<file path="src/rtl/fifo_burst_reader.sv">
// Read-side burst controller for an 8-bit synchronous FIFO: waits for a full burst,
// drains it under buffer credit and presents the bytes on a valid/ready stream.
module fifo_burst_reader #(
    parameter int DATA_W    = 8,
    parameter int COUNT_W   = 8,
    parameter int BURST_LEN = 16,
    parameter int BUF_DEPTH = 4
) (
    input  logic               clk,
    input  logic               srst,
    input  logic [DATA_W-1:0]  fifo_dout,
    input  logic               fifo_valid,
    input  logic               fifo_empty,
    input  logic               fifo_underflow,
    input  logic [COUNT_W-1:0] fifo_data_count,
    output logic               fifo_rd_en,
    output logic [DATA_W-1:0]  m_data,
    output logic               m_valid,
    input  logic               m_ready,
    output logic               m_last,
    output logic               busy,
    output logic [15:0]        burst_cnt,
    output logic               err
);

    localparam int PTR_W = $clog2(BUF_DEPTH);
    localparam int CNT_W = PTR_W + 1;
    localparam logic [COUNT_W-1:0] BURST_LEN_C = COUNT_W'(BURST_LEN);
    localparam logic [COUNT_W-1:0] LAST_BEAT_C = COUNT_W'(BURST_LEN - 1);
    localparam logic [COUNT_W-1:0] BEAT_ONE_C  = COUNT_W'(1);
    localparam logic [PTR_W-1:0]   PTR_ONE_C   = PTR_W'(1);
    localparam logic [CNT_W-1:0]   CNT_ONE_C   = CNT_W'(1);
    localparam logic [CNT_W-1:0]   CNT_FULL_C  = CNT_W'(BUF_DEPTH);
    localparam logic [CNT_W:0]     CREDIT_C    = (CNT_W + 1)'(BUF_DEPTH);

    typedef enum logic [1:0] {
        ST_IDLE  = 2'd0,
        ST_READ  = 2'd1,
        ST_DRAIN = 2'd2
    } state_t;

    state_t              state_r;
    logic [COUNT_W-1:0]  remaining_r;
    logic [COUNT_W-1:0]  out_beat_r;
    logic                inflight_r;
    logic [DATA_W-1:0]   buf_mem_r [BUF_DEPTH];
    logic [PTR_W-1:0]    head_r;
    logic [PTR_W-1:0]    tail_r;
    logic [CNT_W-1:0]    buf_count_r;
    logic [15:0]         burst_cnt_r;
    logic                err_r;

    logic                rd_en_s;
    logic                push_s;
    logic                write_s;
    logic                pop_s;
    logic                drop_s;
    logic                m_valid_s;
    logic                m_last_s;
    logic [CNT_W:0]      occupancy_s;

    // Read credit, buffer handshakes and stream view of the buffer head.
    always_comb begin
        occupancy_s = {1'b0, buf_count_r} + {{CNT_W{1'b0}}, inflight_r};
        rd_en_s     = (state_r == ST_READ) && !srst && !fifo_empty &&
                      (remaining_r != {COUNT_W{1'b0}}) && (occupancy_s < CREDIT_C);
        m_valid_s   = (buf_count_r != {CNT_W{1'b0}});
        m_last_s    = m_valid_s && (out_beat_r == LAST_BEAT_C);
        push_s      = fifo_valid && (state_r != ST_IDLE) && !srst;
        pop_s       = m_valid_s && m_ready;
        drop_s      = push_s && (buf_count_r == CNT_FULL_C) && !pop_s;
        write_s     = push_s && !drop_s;
    end

    assign fifo_rd_en = rd_en_s;
    assign m_valid    = m_valid_s;
    assign m_last     = m_last_s;
    assign m_data     = m_valid_s ? buf_mem_r[head_r] : {DATA_W{1'b0}};
    assign busy       = (state_r != ST_IDLE);
    assign burst_cnt  = burst_cnt_r;
    assign err        = err_r;

    // Buffer storage; contents are only visible through m_data while valid.
    always_ff @(posedge clk) begin
        if (write_s) begin
            buf_mem_r[tail_r] <= fifo_dout;
        end
    end

    // Burst FSM, buffer bookkeeping, beat counter and sticky error.
    always_ff @(posedge clk) begin
        if (srst) begin
            state_r     <= ST_IDLE;
            remaining_r <= {COUNT_W{1'b0}};
            out_beat_r  <= {COUNT_W{1'b0}};
            inflight_r  <= 1'b0;
            head_r      <= {PTR_W{1'b0}};
            tail_r      <= {PTR_W{1'b0}};
            buf_count_r <= {CNT_W{1'b0}};
            burst_cnt_r <= 16'd0;
            err_r       <= 1'b0;
        end else begin
            inflight_r <= rd_en_s;
            if (fifo_underflow || drop_s) begin
                err_r <= 1'b1;
            end
            if (write_s) begin
                tail_r <= tail_r + PTR_ONE_C;
            end
            if (pop_s) begin
                head_r     <= head_r + PTR_ONE_C;
                out_beat_r <= m_last_s ? {COUNT_W{1'b0}} : out_beat_r + BEAT_ONE_C;
            end
            case ({write_s, pop_s})
                2'b10:   buf_count_r <= buf_count_r + CNT_ONE_C;
                2'b01:   buf_count_r <= buf_count_r - CNT_ONE_C;
                default: buf_count_r <= buf_count_r;
            endcase
            case (state_r)
                ST_IDLE: begin
                    if (fifo_data_count >= BURST_LEN_C) begin
                        remaining_r <= BURST_LEN_C;
                        state_r     <= ST_READ;
                    end
                end
                ST_READ: begin
                    if (rd_en_s) begin
                        remaining_r <= remaining_r - BEAT_ONE_C;
                        if (remaining_r == BEAT_ONE_C) begin
                            state_r <= ST_DRAIN;
                        end
                    end
                end
                ST_DRAIN: begin
                    // Leave only once every issued read has been delivered downstream.
                    if ((buf_count_r == {CNT_W{1'b0}}) && !inflight_r && !m_valid_s) begin
                        state_r     <= ST_IDLE;
                        burst_cnt_r <= burst_cnt_r + 16'd1;
                    end
                end
                default: state_r <= ST_IDLE;
            endcase
        end
    end

endmodule

</file>
<file path="config.mk">
export PLATFORM = sky130hd
export DESIGN_NAME = fifo_burst_reader
export DESIGN_NICKNAME = d
export VERILOG_FILES = /design/src/rtl/fifo_burst_reader.sv
export SDC_FILE = /design/constraint.sdc
export NUM_CORES = 1
export LEC_CHECK = 0
export ABC_AREA = 1
export ABC_CLOCK_PERIOD_IN_PS = 1800
export CAP_MARGIN = 20
export CORE_MARGIN = 3
export CORE_UTILIZATION = 50
export CTS_CLUSTER_DIAMETER = 60
export CTS_CLUSTER_SIZE = 12
export DETAILED_ROUTE_END_ITERATION = 16
export HOLD_SLACK_MARGIN = 0.03
export PLACE_DENSITY = 0.78
export SYNTH_ARGS = -nofsm -noshare
export SYNTH_HDL_FRONTEND = slang
export SYNTH_SLANG_ARGS = --single-unit
</file>
<file path="constraint.sdc">
create_clock -name clk -period 1.8 [get_ports clk]
set_input_delay 0.27 -clock clk [delete_from_list [all_inputs] [get_ports clk]]
set_output_delay 0.27 -clock clk [all_outputs]
set_load 0.02 [all_outputs]
</file>
==> results of run 1 <==
[synthesized netlist by cell type, types with 2 or more instances]
library cell,instances,area (sq um)
nor2_1,94,353
nand2_1,78,293
inv_1,55,206
dfxtp_1,45,901
a21oi_1,38,190
edfxtp_1,32,961
o21ai_0,31,155
nand3_1,26,130
ha_1,9,113
nand4_1,7,43.8
nor3_1,7,35.0
clkbuf_1,5,18.8
nand2_4,5,56.3
inv_2,4,15.0
o21ai_1,4,20.0
xor2_1,4,35.0
buf_2,3,15.0
nor2_4,3,33.8
buf_4,2,15.0
nand3_2,2,20.0
nor2_2,2,12.5
o31ai_1,2,15.0
xnor2_1,2,17.5
[kinds of logic (layout without fill, tap and decap cells)]
family,count (synthesis),in the layout
xor+xnor,6,6
simple gates,229,229
compound gates,77,77
buf+inv,71,156
flops,77,77
fa+ha+maj,10,10
[through the flow]
step / TNS, ns / util / cell area, sq um / cells / total power [mW]
floorplan: -0.162 / - / 3780 / 470 / 2.96
global placement: -5.27 / 0.626 / 4560 / 637 / 3.50
detailed placement: -6.82 / 0.626 / 4560 / 637 / 3.56
CTS: -0.0349 / 0.649 / 4730 / 653 / 4.73
global route: -0.00761 / 0.652 / 4760 / 654 / 4.99
finish: 0 / 0.652 / 4760 / 654 / 4.76
[cell type report]
type | count | share of cell area
Clock buffer | 9 | 0.0260
Clock inverter | 7 | 0.0142
Inverter | 60 | 0.0495
Multi-Input combinational cell | 322 | 0.343
Sequential cell | 77 | 0.393
Tap cell | 99 | 0.0260
Timing Repair Buffer | 80 | 0.148
[worst max-delay path, stage by stage, from the launching register on]
cell	delay [ns]
dfxtp_4	0.39
clkbuf_16	0.16
nor2_1	0.07
nor2_1	0.10
o21ai_0	0.10
a21oi_1	0.15
buf_2	0.18
[power by group]
part | total [mW] | internal, mW | leakage [nW] | switching (mW)
clock network | 1.24 | 0.534 | 0.0940 | 0.708
registers | 2.02 | 1.93 | 0.657 | 0.0903
logic | 1.49 | 0.590 | 1.17 | 0.904
total | 4.76 | 3.05 | 1.92 | 1.70
[layout by cell type (no fill, tap or decap), types with 7 or more instances in the layout]
cell / Yosys / routed
ha_1: 9 / 9
edfxtp_1: 32 / 32
inv_1: 55 / 55
dfxtp_1: 45 / 40
a21oi_1: 38 / 38
nor2_1: 94 / 94
buf_2: 3 / 7
nand3_1: 26 / 26
clkbuf_8: 0 / 9
buf_4: 2 / 33
nand2_1: 78 / 78
nand4_1: 7 / 7
o21ai_0: 31 / 30
clkdlybuf4s50_1: 0 / 34
[flip-flops by register name, indices dropped and copies added (netlist names), named ones only]
| register | flops |
|---|---|
| out_beat_r | 8 |
| remaining_r | 8 |
| buf_count_r | 3 |
| inflight_r | 1 |
| err | 1 |
| head_r | 2 |
| tail_r | 2 |
| state_r | 2 |
| burst_cnt | 16 |
| buf_mem_r | 32 |
[per-layer routing]
| layer | track usage | vias to the layer above | part of all wire |
|---|---|---|---|
| met4 | 0.0781 | 0 | 0.021 |
| met5 | 0 | - | 0 |
| met1 | 0.245 | 1505 | 0.44 |
| met2 | 0.336 | 77 | 0.50 |
| met3 | 0.0301 | 13 | 0.037 |
| li1 | - | 1689 | - |
[repair_timing]
| action | 4_1_cts | 5_1_grt |
|---|---|---|
| gates cloned | 0 | 1 |
| pin swaps | 0 | 1 |
| setup endpoints to repair | 12 | 9 |
| gates resized for setup | 40 | 12 |
[how the worst min path moves through the flow]
stage	start	end	slack, ns	depth (start not counted)
floorplan	fifo_dout[0]	buf_mem_r[0][0]$_DFFE_PP_	0.37	0
global placement	head_r[0]$_SDFFE_PP0P_	head_r[0]$_SDFFE_PP0P_	0.45	1
detailed placement	head_r[0]$_SDFFE_PP0P_	flop	0.47	1
CTS	head_r[1]$_SDFFE_PP0P_	head_r[1]$_SDFFE_PP0P_	0.49	2
global route	burst_cnt[15]$_SDFFE_PP0P_	burst_cnt[15]$_SDFFE_PP0P_	0.53	2
finish	head_r[1]$_SDFFE_PP0P_	head_r[1]$_SDFFE_PP0P_	0.48	2
==> metrics.txt, run 1 <==
run status finished clean; Die W 93.0 um; Rel. slew slack 0.757; period utilization 0.973; Hold Violations, Final 0; number of warnings issued by yosys 0; Starting Density 0.519; Seq/Total Area, Yosys 0.492; Top FF cell, synth dfxtp_1; GR Overflow Total 0; Total GRT Usage 0.195; async set or reset register ratio after synthesis 0; mux cell area share after synthesis 0; die area 8640 sq um; Synth Area in Adders 0.0351; Multi-input gate area 1630 sq um; area share of xor/xnor cells in the synthesized design 0.0139; CP arrival between 1 and 1.5 ns; Worst R2R Start buf_count_r[0]$_SDFFE_PP0P_; library cells used by synthesis 33; Antenna Nets Post-Route 0; Fillers 655; Final Setup Violations 0; RR Endpoint buf_count_r[2]$_SDFFE_PP0P_; TritonCTS buffer count 9; count of max-cap constraint violations 0; Antenna Cells 0; vias per std cell roughly 5; Port-buffer cells 46; Worst-path clk slew about 0.080 ns; Tmin final 1.75 ns; P&R area growth vs syn 25.8%; clk buf depth 2; Max Freq 0.571 GHz; fin worst setup slack 0.0478 ns; CP required 1.53 ns; drt total wl 8360 um; leak pwr 1.92 nW; Std-Cell Core Area roughly 7300 sq um; R2R Setup Slk ~0.11 ns; DPL Wire Length 6170 um; Worst Tran Pin Value 0.363 ns; CTS Root Cell clkbuf_8; Top Ports a little over 50; post-synthesis simple-gate area fraction 0.275; DP Worst Slack -0.277 ns; Synth Register Bits slightly below 80; Worst-Skew Late Latency 0.35 ns; flip-flop and latch area 1870 sq um; clock sink count between 70 and 80; number of synthesized flops with an enable pin 32; largest net degree at the start of global routing 18; TritonCTS clock tree done; vias in the first global route 3015; Synth Cell Area 3780 sq um; row count 31; CP Class reg -> out; CP max FO 8; post-synthesis compound-gate area fraction 0.107; Worst Clk Skew 0.00838 ns; gpl congestion 0.921; DR WL/cell ~13 um; drt drc 0; cts hold-fix bufs 0; via count 3284; Worst Setup Start Kind flop; average cell area after synthesis around 8.0 sq um; die height 93.0 um; hold slack final 0.481 ns; postcts setup bufs 0; Register-to-Register Path Depth 10; largest family of logic cells by synthesized area simple AND/OR/NAND/NOR gates; Hold Path Class reg -> reg; Peak VDD IR about 0.7 mV; Cell Pwr Density about 1000 nW/um^2; initial antenna violation count 0; post-layout net count just under 600; first-pass GRT wire length 13600 um; Initial DRC Count 133; TritonRoute pass-1 iters 4; CP Capture Type output port; H-tree depth 3; layout cells sized above 1 0.157; Post-Syn Nets 502; max-slew violations 0; CP Capture Point m_data[7]; instance count of the mapped netlist 470
(Power assumes the default switching activity.)
==> run 2, diff against run 1 <==
CORE_UTILIZATION = 45   (was 50)
PLACE_DENSITY = 0.71   (was 0.78)
==> run 2 against run 1 <==
Against the previous run:
- critical path depth up 2
- register-to-register slack better by 0.02 ns
- die area up 10%
- critical path type unchanged
- largest cell class unchanged
==> metrics.txt, run 2 (synthesis gave the netlist of run 1 again) <==
TritonRoute pass-1 iters 5 (+1); Tmin final 1.77 ns (+0.0133 ns); CP Capture Type output port; Worst-Skew Late Latency 0.35 ns (about the same); die area 9540 sq um (+10%); Hold Path Class reg -> reg; max reg flops 32 (unchanged); Top delay family on crit path simple AND/OR/NAND/NOR gates; TritonCTS clock tree done; Starting Density 0.477 (-0.0416); CTS Root Cell clkbuf_8; via count 3197 (-2.6%); initial antenna violation count 0 (unchanged); RSZ-0062 raised after global routing yes; fin worst setup slack 0.0346 ns (-0.0133 ns); most common cell after layout, fill and taps aside nor2_1; Initial DRC Count 182 (+37%); Rel. slew slack 0.748 (-0.00876); Final Setup Violations 0 (unchanged); CP required 1.53 ns (about the same); run status finished clean; CP Class reg -> out; drt drc 0 (unchanged); largest net degree at the start of global routing 23 (+5); max-slew violations 0 (unchanged); postcts setup bufs 0 (unchanged); Biggest register buf_mem_r; commonest cells after routing, fill and taps aside 94 x nor2_1, 77 x nand2_1, 54 x inv_1, 43 x dfxtp_1, 38 x a21oi_1; DPL Wire Length 5750 um (-6.9%); crit-path cells inv_1 > ha_2 > inv_1 > nor3_2 > nand2_1 > nand2_1 > inv_1 > buf_2; Max Freq 0.566 GHz (-0.75%); WP buf/inv 4 (+2); layout cells sized above 1 0.149 (-0.00767); Non-Filler Instances 652 (-0.31%); gpl congestion 0.784 (-15%); count of max-cap constraint violations 0 (unchanged); DR top layer met4; Worst-path clk slew 0.08 ns (about the same); Multi-input gate area 1640 sq um (+0.31%); clk buf depth 2 (unchanged); drt total wl 7830 um (-6.4%); Met2 Wirelength 3650 um (-13%); Worst Clk Skew 0.00966 ns (+0.00128 ns); clock sink count 77 (unchanged); post-layout net count 577 (-0.86%); Antenna Nets Post-Route 0 (unchanged); Top Ports 51 (unchanged); Fillers 698 (+6.6%); period utilization 0.981 (+0.00738); DP Worst Slack -0.227 ns (+0.0506 ns); met1 wire length 3740 um (+1.6%); most used cell along the critical path inv_1; DP Cell Count 636 (-0.16%); Hold Violations, Final 0 (unchanged); DR WL/cell 12.0 um (-6.1%); Max stage delay on crit path 0.32 ns (-0.07 ns); R2R Setup Slk 0.13 ns (+0.02 ns); CP arrival 1.50 ns (+0.02 ns); GR Overflow Total 0 (unchanged); Peak VDD IR 0.536 mV (-22%); Met3 Wirelength 372 um (+20%); row count 32 (+3.2%); flip-flop and latch area 1860 sq um (-0.33%); first-pass GRT wire length 13300 um (-2.6%); vias in the first global route 2988 (-0.90%); P&R area growth vs syn 24.7%; TritonCTS buffer count 9 (unchanged); Worst Tran Pin Value 0.374 ns (+0.0105 ns); CP max FO 2 (-6); Total GRT Usage 0.168 (-0.0270); vias per std cell 4.90 (-2.4%); slowest CP cell dfxtp_1; Cell Pwr Density 1000 nW/um^2 (+0.45%); Std-Cell Core Area 7930 sq um (+8.7%); Die W 97.7 um (+5.1%); Port-buffer cells 46 (unchanged); Worst Setup Start Kind flop; die height 97.7 um (+5.1%); leak pwr 1.90 nW (-1.1%); Antenna Cells 0 (unchanged); H-tree depth 3 (unchanged)
==> run 2: worst paths after layout <==
kind | to | depth (start not counted) | start
setup / recovery | fifo_rd_en | 8 | remaining_r[0]$_SDFFE_PP0P_
hold / removal | head_r[1]$_SDFFE_PP0P_ | 2 | head_r[1]$_SDFFE_PP0P_
setup reg to reg | buf_count_r[2]$_SDFFE_PP0P_ | 9 | state_r[1]$_SDFFE_PP0P_
hold reg to reg | head_r[1]$_SDFFE_PP0P_ | 2 | head_r[1]$_SDFFE_PP0P_
==> run 2: tightest hold or removal path, stage by stage (launching register included) <==
cell and delay (ns):
dfxtp_1 0.30, inv_1 0.06, a21oi_1 0.07
==> run 2: what timing repair did <==
item                       CTS  global route
pin swaps                    0             1
gates resized for setup     36            16
setup endpoints to repair   11             9
hold buffers                 0             0
==> run 2: per-stage QoR <==
step | total power [mW] | utilization | hold slack [ns] | area (sq um) | TNS (ns)
2_1_floorplan | 2.96 | - | 0.369 | 3780 | -0.162
3_3_place_gp | 3.47 | 0.572 | 0.453 | 4540 | -5.95
3_5_place_dp | 3.51 | 0.572 | 0.462 | 4540 | -6.41
4_1_cts | 4.81 | 0.599 | 0.477 | 4750 | -0.0369
5_1_grt | 5.02 | 0.595 | 0.503 | 4720 | -0.0735
6_report | 4.74 | 0.595 | 0.470 | 4720 | 0
==> run 2: where the power goes <==
part | leakage [nW] | switching, mW | internal (mW)
Combinational | 1.14 | 0.853 | 0.533
Clock | 0.0984 | 0.681 | 0.662
Sequential | 0.655 | 0.0883 | 1.92
==> run 2: cell type report <==
cell class / count / area share
Tap cell: 102 / 0.0271
Inverter: 60 / 0.0493
Timing Repair Buffer: 75 / 0.137
Multi-Input combinational cell: 322 / 0.347
Clock inverter: 7 / 0.0175
Clock buffer: 9 / 0.0263
Sequential cell: 77 / 0.395
==> run 2: per-layer routing <==
metal,GRT usage,vias up
li1,-,1674
met1,0.221,1448
met2,0.261,69
met3,0.0503,6
met4,0.0639,0
met5,0,-
==> run 3, diff against run 2 <==
TNS_END_PERCENT = 1   (was not set)
==> run 3 against run 2 <==
Against the previous run:
- sequential cell count unchanged
- critical path depth unchanged
- worst hold slack about the same
- largest power group unchanged
- first-iteration DRC count increased by 3.3%
==> metrics.txt, run 3 (synthesis gave the netlist of run 1 again) <==
initial antenna violation count 0 (unchanged); Port-buffer cells 46 (unchanged); leak pwr 1.90 nW (about the same); cts hold-fix bufs 0 (unchanged); most common cell after layout, fill and taps aside nor2_1; CTS Root Cell clkbuf_8; Peak VDD IR 0.535 mV (-0.17%); count of max-cap constraint violations 0 (unchanged); Biggest register buf_mem_r; Core Util, Final 0.594 (-0.000789); CP required 1.53 ns (about the same); vias per std cell 4.88 (-0.53%); Antenna Cells 0 (unchanged); RSZ-0062 raised after global routing yes; Starting Density 0.477 (unchanged); Non-Filler Instances 652 (unchanged); Std-Cell Core Area 7930 sq um (unchanged); fin worst setup slack 0.0534 ns (+0.0188 ns); DPL Wire Length 5750 um (unchanged); DP Cell Count 636 (unchanged); die height 97.7 um (unchanged); Worst-Skew Late Latency 0.34 ns (about the same); Final Setup Violations 0 (unchanged); gpl congestion 0.784 (unchanged); max reg flops 32 (unchanged); Total GRT Usage 0.168 (unchanged); Worst-path clk slew 0.08 ns (about the same); vias in the first global route 2988 (unchanged); clock sink count 77 (unchanged); CP arrival 1.48 ns (-0.02 ns); TritonCTS clock tree done; TritonCTS buffer count 9 (unchanged); commonest cells after routing, fill and taps aside 94 x nor2_1, 78 x nand2_1, 55 x inv_1, 44 x dfxtp_1, 38 x a21oi_1; Rel. slew slack 0.751 (+0.00314); Antenna Nets Post-Route 0 (unchanged); Cell Pwr Density 1010 nW/um^2 (about the same); GR Overflow Total 0 (unchanged); Worst Setup Start Kind flop; DP Worst Slack -0.227 ns (unchanged); max-slew violations 0 (unchanged); Top Ports 51 (unchanged); first-pass GRT wire length 13300 um (unchanged); die area 9540 sq um (unchanged); Hold Violations, Final 0 (unchanged); Max Freq 0.573 GHz (+1.1%); row count 32 (unchanged); run status finished clean; post-layout net count 577 (unchanged); Worst Clk Skew 0.00738 ns (-0.00228 ns); Hold Path Class reg -> reg; clk buf depth 2 (unchanged); CP max FO 2 (unchanged); drt drc 0 (unchanged); TritonRoute pass-1 iters 4 (-1); period utilization 0.970 (-0.0105); DR WL/cell 12.0 um (+0.31%); Worst Tran Pin Value 0.369 ns (-0.00466 ns); via count 3180 (-0.53%); CP Capture Type output port; Die W 97.7 um (unchanged); Tmin final 1.75 ns (-0.0188 ns); H-tree depth 3 (unchanged); drt total wl 7850 um (+0.31%); CP Class reg -> out; largest net degree at the start of global routing 23 (unchanged); Initial DRC Count 188 (+3.3%); layout cells sized above 1 0.142 (-0.00727); P&R area growth vs syn 24.6%
## run 3: worst paths after layout
path              slack [ns]  cells after the start                   startpoint                     endpoint
setup / recovery        0.05                      8  remaining_r[1]$_SDFFE_PP0P_                   fifo_rd_en
hold / removal          0.47                      2       head_r[1]$_SDFFE_PP0P_       head_r[1]$_SDFFE_PP0P_
hold reg to reg         0.47                      2       head_r[1]$_SDFFE_PP0P_       head_r[1]$_SDFFE_PP0P_
setup reg to reg        0.13                      9      state_r[1]$_SDFFE_PP0P_  buf_count_r[2]$_SDFFE_PP0P_
## run 3: routing by layer
metal | track usage | share of wire
met3 | 0.0503 | 0.049
met5 | 0 | 0
met4 | 0.0639 | 0.011
met2 | 0.261 | 0.46
met1 | 0.221 | 0.48
## run 3: cell type report
| class | instances | area [sq um] |
|---|---|---|
| Inverter | 60 | 233 |
| Multi-Input combinational cell | 322 | 1630 |
| Sequential cell | 77 | 1860 |
| Clock inverter | 7 | 82.6 |
| Tap cell | 102 | 128 |
| Clock buffer | 9 | 124 |
| Fill cell | 700 | 3220 |
| Timing Repair Buffer | 75 | 647 |
## run 3: what timing repair did
action | 4_1_cts | 5_1_grt
cloned | 0 | 0
resized for setup | 37 | 11
buffers inserted | 0 | 0
setup endpoints to repair | 11 | 9
## run 3: worst max-delay path, cell delays in order (launching register included)
cell	delay [ns]
dfxtp_1	0.32
inv_1	0.08
ha_1	0.15
inv_1	0.05
nor3_2	0.16
nand2_1	0.09
nand2_1	0.09
inv_1	0.05
buf_2	0.15
## run 3: power by group
part           internal, mW  switching, mW
registers              1.92         0.0877
logic                 0.532          0.853
clock network         0.662          0.681
total                  3.11           1.62
## run 3: through the flow
stage	instance area, sq um	setup TNS [ns]	hold slack, ns	power, mW
after floorplan	3780	-0.162	0.369	2.96
after global placement	4540	-5.95	0.453	3.47
after detailed placement	4540	-6.41	0.462	3.51
after CTS	4740	0	0.477	4.81
after global routing	4710	-0.0545	0.503	5.02
final	4710	0	0.471	4.73
